--- src/rtl/mod_pkg.sv ---
// rtl/mod_pkg.sv - shared width, control encodings and controller states for the MOD unit
package mod_pkg;

  localparam int MOD_WIDTH = 32;

  // Control strobes are grouped as {we, s}
  localparam logic [1:0] CTL_LOAD = 2'b10;
  localparam logic [1:0] CTL_SUB  = 2'b11;

  typedef enum logic [1:0] {
    START  = 2'd0,
    SUB    = 2'd1,
    RESULT = 2'd2
  } mod_state_e;

  function automatic logic [1:0] ctl_of(input logic we, input logic s);
    return {we, s};
  endfunction

endpackage

--- src/rtl/mod_sub_cmp.sv ---
// rtl/mod_sub_cmp.sv - combinational subtract/compare shared by MOD datapath and ALU compare path
module mod_sub_cmp
  import mod_pkg::*;
#(
  parameter int WIDTH = MOD_WIDTH
) (
  input  logic [WIDTH-1:0] a,
  input  logic [WIDTH-1:0] b,
  output logic [WIDTH-1:0] diff,
  output logic             ge,
  output logic             b_zero
);

  assign diff   = a - b;
  assign ge     = (a >= b);
  assign b_zero = (b == '0);

endmodule

--- src/rtl/mod_dp.sv ---
// rtl/mod_dp.sv - MOD datapath: A mod B by repeated subtraction; MOD_QUOTIENT_EN adds quotient output
module mod_dp
  import mod_pkg::*;
#(
  parameter int WIDTH = MOD_WIDTH
) (
  input  logic             CLK,
  input  logic             reset,
  input  logic [WIDTH-1:0] A,
  input  logic [WIDTH-1:0] B,
  input  logic             we,
  input  logic             s,
  input  logic             re,
  output logic             x,
  output logic [WIDTH-1:0] result,
  output logic             result_valid,
  output logic             div_zero
`ifdef MOD_QUOTIENT_EN
  ,
  output logic [WIDTH-1:0] quotient
`endif
);

  logic [WIDTH-1:0] temp_r;
  logic [WIDTH-1:0] b_r;
  logic [WIDTH-1:0] result_r;
  logic             result_valid_r;
  logic             div_zero_r;

  logic [WIDTH-1:0] diff;
  logic             ge;
  logic             b_zero;
  logic [1:0]       ctl;

  mod_sub_cmp #(.WIDTH(WIDTH)) u_sub_cmp (
    .a      (temp_r),
    .b      (b_r),
    .diff   (diff),
    .ge     (ge),
    .b_zero (b_zero)
  );

  assign ctl = ctl_of(we, s);

  // b_r == 0 counts as "done" so the controller never spins on a zero divisor
  assign x            = ~ge | b_zero;
  assign result       = result_r;
  assign result_valid = result_valid_r;
  assign div_zero     = div_zero_r;

`ifdef MOD_QUOTIENT_EN
  logic [WIDTH-1:0] qcount_r;
  logic [WIDTH-1:0] quotient_r;

  assign quotient = quotient_r;

  always_ff @(posedge CLK or posedge reset) begin
    if (reset) begin
      qcount_r   <= '0;
      quotient_r <= '0;
    end else if (ctl == CTL_LOAD) begin
      qcount_r <= '0;
    end else if (ctl == CTL_SUB) begin
      if (ge && !b_zero && qcount_r != '1) begin
        qcount_r <= qcount_r + WIDTH'(1);
      end
    end else if (re && !result_valid_r) begin
      quotient_r <= qcount_r;
    end
  end
`endif

  always_ff @(posedge CLK or posedge reset) begin
    if (reset) begin
      temp_r         <= '0;
      b_r            <= '0;
      result_r       <= '0;
      result_valid_r <= 1'b0;
      div_zero_r     <= 1'b0;
    end else if (ctl == CTL_LOAD) begin
      temp_r         <= A;
      b_r            <= B;
      div_zero_r     <= (B == '0);
      result_valid_r <= 1'b0;
    end else if (ctl == CTL_SUB) begin
      // Holding when temp_r < b_r makes surplus subtract strobes harmless
      if (ge && !b_zero) begin
        temp_r <= diff;
      end
    end else if (re && !result_valid_r) begin
      result_r       <= temp_r;
      result_valid_r <= 1'b1;
    end
  end

endmodule

--- config.mk ---
export PLATFORM = sky130hd
export DESIGN_NAME = mod_dp
export DESIGN_NICKNAME = d
export VERILOG_FILES = /design/src/rtl/mod_pkg.sv /design/src/rtl/mod_sub_cmp.sv /design/src/rtl/mod_dp.sv
export SDC_FILE = /design/constraint.sdc
export NUM_CORES = 1
export LEC_CHECK = 0
export ABC_AREA = 1
export CAP_MARGIN = 40
export CORE_MARGIN = 5
export CORE_UTILIZATION = 51
export CTS_BUF_LIST = sky130_fd_sc_hd__clkbuf_8
export DETAILED_ROUTE_END_ITERATION = 7
export MAX_ROUTING_LAYER = met4
export PLACE_DENSITY = 0.79
export SLEW_MARGIN = 20
export SYNTH_ARGS = -nofsm -noshare
export SYNTH_HDL_FRONTEND = slang
export SYNTH_SLANG_ARGS = --single-unit
--- constraint.sdc ---
create_clock -name CLK -period 2.9 [get_ports CLK]
set_input_delay 0.29 -clock CLK [delete_from_list [all_inputs] [get_ports CLK]]
set_output_delay 0.29 -clock CLK [all_outputs]
set_load 0.02 [all_outputs]
* After elaboration in Yosys (flattened, before gate mapping)
Cells that the tools add are included.
** Operators by class
- Multiply operators :: 0
- Divide/modulo/power cells :: 0
- $lt $le $gt $ge :: 1
- $add $sub $neg :: 1
- Equal/unequal tests :: 3
- Mux-type cells :: 6
- Shift-type cells :: 0
- Reduce and logical (&&, ||, !) cells :: 12
- Bitwise gates (word level) :: 4
** Operators by type and width (count)
- 2-to-1 mux 32 bit :: 3
- zero test 32 bit :: 2
- >= comparator 32 bit :: 1
- subtractor 32 bit :: 1
- nonzero test 2 bit :: 3
- == test 2 bit, second input constant :: 2
- AND reduction 2 bit :: 2
- 2-to-1 mux 1 bit :: 3
- inverter 1 bit :: 3
- AND reduction 3 bit :: 1
- logical AND 1 bit :: 2
- zero test 1 bit :: 2
- inequality test 2 bit, second input constant :: 1
- OR 1 bit :: 1
** Storage, ports and cells
- Memory bits (read-only) :: 0
- Output and inout bits :: 35
- Logic and storage cells :: 32
- Input bits :: 69
- Bits in latches :: 0
- Memories :: 0
- Bits in writable memories :: 0
- Bits in registers :: 98

* Depth between registers and ports, before layout
- Depth after elaboration :: 6
- Gate-level depth with buffers :: 18
- Gate-level depth less buffers :: 17

* By module
A second synthesis with hierarchy kept.
** Unflattened totals
- Cells, all modules :: 1012
- Area total of the unflattened synthesis :: 6993.0 um^2
** By module, submodules not included
- mod_dp :: times used 1, area an instance 4299.1 um^2, cells an instance 450, sequential area each 2452.4 um^2
- mod_sub_cmp :: times used 1, area an instance 2693.8 um^2, cells an instance 562, sequential area each 0.0 um^2

* Worst setup path after synthesis
Ideal clock, no wire load.
- Path type :: register to register
- Start point :: register temp_r[0]
- End point :: register temp_r[15]
- Clock period less this slack :: 2.156 ns
- Cell stages (with the launch flop) :: 18
- Data required time :: 2.783 ns
- Path buffers :: 1
- Arrival :: 2.040 ns
- Library setup time :: 0.117 ns
- Setup slack :: 0.744 ns
- Path through :: dfrtp_1 > inv_1 > ha_1 > inv_1 > fa_1 > nand2_1 > nand2_1 > nand3b_1 > nand2_2 > nand2_1 > nand3_1 > nand2_1 > nand2_2 > nand2_4 > nand2_4 > buf_4 > nand3_1 > nand2_1
** Between the ends
- Cells in the longest elaborated chain, start to end :: 4
- Elaborated cells on any way between the ends :: 8
- Those cells by class :: add/sub (1); order compare (1); mux (3); reduce/logical (3)
** RTL lines
- from (decl) :: RTL line mod_dp.sv:24 : logic [WIDTH-1:0] temp_r;
- from (signal assigned) :: RTL line mod_dp.sv:88 : temp_r <= diff;
- subtractor 32 bit / >= comparator 32 bit (equally long branches) :: RTL line mod_sub_cmp.sv:14, mod_sub_cmp.sv:15
- 2-to-1 mux 32 bit / logical AND 1 bit (equally long branches) :: RTL line mod_dp.sv:87 : if (ge && !b_zero) begin
- 2-to-1 mux 32 bit / nonzero test 2 bit (equally long branches)
- 2-to-1 mux 32 bit / AND reduction 2 bit (equally long branches)
Parallel ways exist; a longest one is shown, timed or not. The select of a mux whose other input is x is not followed.
A chain may end at the register's enable or synchronous reset.

* Worst setup path in the final report
- Start point :: register temp_r[0]
- End point :: output port x
** Between the ends
- Cells in the longest elaborated chain, start to end :: 3
** RTL lines
- >= comparator 32 bit :: RTL line mod_sub_cmp.sv:15 : assign ge = (a >= b);
- inverter 1 bit :: RTL line mod_dp.sv:46 : assign x = ~ge | b_zero;
- OR 1 bit :: RTL line mod_dp.sv:46
- to (decl) :: RTL line mod_dp.sv:14 : output logic x,
Every way passes these cells.

==> results summary <==
The layout-stage area growth over the synthesis result came out at 20.97%. Sorting the synthesized cells by how often they occur yields nand2_1, inv_1, dfrtp_1. The first-pass iteration count of the detailed router is 6. The worst setup path is launched from a register. The post-synthesis average cell area is 6.842 sq um. Summing the sequential cell areas from Yosys gives 36.50% of the chip area. The final worst clock skew is 14.62 ps. The total routing usage reported by global routing is 25.97%. The initial antenna violation count is 0. The setup slack after placement is 224.0 ps.

The flow ran to the end, and the final reports show no timing, DRC or antenna violations. TritonCTS built the clock tree. The number of distinct library cells after synthesis is 31. The type of the tightest min-delay check is in2async. The maximum frequency from static timing analysis is 373.3 MHz. The count of buffers inserted at the top-level ports came out at 103. Once routing completed, OpenROAD measured the worst setup slack at 221.1 ps. The utilization after layout came out at 62.12%. The die extent in y came out at 124.8 microns. The DRC marker count from the first detailed-route iteration came out at 451. The leading area contributor after synthesis is dfrtp_1. The share of cells above drive strength 1 is 6.359%. The area fraction of the dominant cell type after synthesis is 36.50%. The number of inserted diodes is 0. Once layout is complete, the cells apart from fillers number 1261. The number of endpoints with negative hold slack in the final report came out at 0. For this run, the leading register cell type out of synthesis is dfrtp_1.

The tree built by TritonCTS fans out to 98 sinks. The post-route antenna net violation count is 0. The tool flagged a number of max-cap violations equal to 0. Routability-driven placement finished with a final weighted congestion of 0.9690. The synthesized design contains 98 register bits. The number of warnings printed during yosys synthesis is 0. The post-route DRC violation count came out at 0.

The post-CTS setup buffer count is 0. The deepest level of the CTS H-tree came out at 3. The first global-routing pass estimated 31.72 mm of wire. The die covers 15570 sq um. For this block, the via count after detailed routing is 6351. The cell area after layout is 8128 sq um.

The post-synthesis net count came out at 1084. The worst setup path is of the reg2out kind. The clock input transition at the sequential cells of the worst setup and hold paths came out at 100 ps. The starting density of the core came out at 51.35%. The power per cell area came out at 1023 nW/um^2. The required time at the worst-slack endpoint came out at 2610 ps. The critical-path maximum fanout is 3. The slew at the pin closest to its max-slew limit is 834.6 ps. The wire-length estimate of the detail-placed layout is 15.22 mm. The area of placed instances came out at 7939 sq um. Yosys attributes the largest share of cell area to dfrtp_1, nand2_1, inv_1. The placeable core area came out at 13090 sq um. The cell row count is 42. Counting the buffers created by CTS gives 9. The most common cell in the synthesized netlist is nand2_1.

The die extent in x is 124.8 microns. The number of placed instances, taps included came out at 1246. The worst max-slew margin expressed relative to the limit came out at 43.85%. The number of max-slew violations in the final report is 0. The post-synthesis instance area is 6719 sq um.

The async set or reset register ratio after synthesis came out at 100.0%. In the final routed layout, each cell accounts on average for 15.25 microns. Of the available clock period, the critical path in the final layout requires 92.37%. The later pin in the worst-skew pair is clocked with a latency of 400 ps. The total number of nets in the final design is 1183. The via count of the first global-routing pass was 6175.

During I/O placement, the number of pins put on the boundary was 104. The maximum clock insertion buffer count is 2. Setup repair after global routing left no endpoint under its margin.

Summed over all layers, the routed wires come to 19.23 mm. The largest vdd supply drop is 525.8 uV. The maximum number of pins on one net before global-route repair is 105. The cell chosen for the clock root is clkbuf_8. Setup violations remaining at the end of the flow were counted as 0.

The final period demand of the worst path is 2679 ps. The per-cell via count in the routed design came out at 5.036. Counting every instance in the synthesized netlist gives 982.

STA classifies the critical path endpoint as an output port. Data arrives at the worst endpoint at 2390 ps. The leakage component of the power came out at 4.323 nW. Buffers inserted to repair hold after CTS numbered 0. The number of enable-type register cells in the synthesized netlist came out at 0. The overflow left after global routing is 0.

The setup TNS after final layout is 0 ps.
==> sequential cells by signal, summed over array words and instances, names as in the netlist <==
register / flops
div_zero: 1
result_valid: 1
temp_r: 32
result: 32
b_r: 32
==> placed cells by master, fill, tap and decap left out, drive strengths merged, types with 11 or more instances in the layout <==
cell / synthesis / layout
nand2: 409 / 409
inv: 145 / 146
clkdlybuf4s50: 0 / 102
dfrtp: 98 / 98
nand3: 65 / 65
nor2: 59 / 59
o21ai: 46 / 46
ha: 32 / 32
mux2: 31 / 31
a21oi: 21 / 21
nand4: 12 / 12
nor4: 11 / 11
clkbuf: 10 / 11
==> per-layer routing <==
metal | up-vias | track usage, % | wire [microns]
li1 | 3269 | - | -
met4 | 0 | 7.157 | 353
met2 | 157 | 38.58 | 8485
met5 | - | - | 0
met3 | 25 | 4.503 | 861
met1 | 2900 | 36.76 | 9526
==> worst paths after layout <==
kind | endpoint | slack [ps] | cells past startpoint | startpoint
max | x | 220 | 14 | temp_r[0]$_DFFE_PP0P_
min in group CLK | b_r[3]$_DFFE_PP0P_ | 480 | 3 | B[3]
max reg2reg | temp_r[23]$_DFFE_PP0P_ | 380 | 17 | temp_r[0]$_DFFE_PP0P_
max in group asynchronous | temp_r[2]$_DFFE_PP0P_ | 1980 | 3 | reset
min reg2reg | temp_r[0]$_DFFE_PP0P_ | 480 | 2 | temp_r[0]$_DFFE_PP0P_
min | result[20]$_DFFE_PP0P_ | 260 | 2 | reset
==> cell families (layout without fill, tap and decap cells) <==
family | after synthesis | after routing | synth area share (%)
DFF | 98 | 98 | 36.50
buffers and inverters | 169 | 272 | 10.04
and+or+nand+nor | 567 | 567 | 34.75
xor gates and xnor gates | 11 | 11 | 1.434
adders and majority gates | 33 | 33 | 6.257
AOI/OAI and AO/OA | 73 | 73 | 5.829
muxes | 31 | 31 | 5.195
==> repair_timing <==
action,CTS,global route
endpoints found under the setup margin,1,1
resized for setup,1,2
gates cloned,0,0
==> where the power goes <==
group | total, mW | switching, mW | internal (mW)
combinational | 5.21 | 3.19 | 2.02
sequential | 2.19 | 0.328 | 1.87
clock | 0.908 | 0.494 | 0.414
total | 8.31 | 4.01 | 4.30
==> area by class of cell <==
cell class,instances,area [sq um]
well taps,176,220.2
multi-input cells,715,3600
flip-flops and latches,98,2452
fillers,1278,4957
inverters,146,550.5
repair buffers,111,1111
clock buffers,10,137.6
clock inverters,5,56.30
==> worst max-delay path: stages, from the launching register on <==
cell and delay (ps):
dfrtp_1 380, inv_1 80, ha_1 140, inv_1 70, fa_1 430, nand2_1 110
nand2_1 60, nand3b_1 90, nand2_2 80, nand2_1 80, nand3_1 70, nand2_1 80
nand2_2 60, nand2_4 90, clkbuf_2 180
==> through the flow <==
stage	hold WS, ps	power, mW
finish	255.0	8.312
global route	314.9	9.092
CTS	274.6	8.312
detailed placement	459.8	7.401
global placement	455.5	7.350
floorplan	406.6	5.781
(Power assumes the default switching activity.)
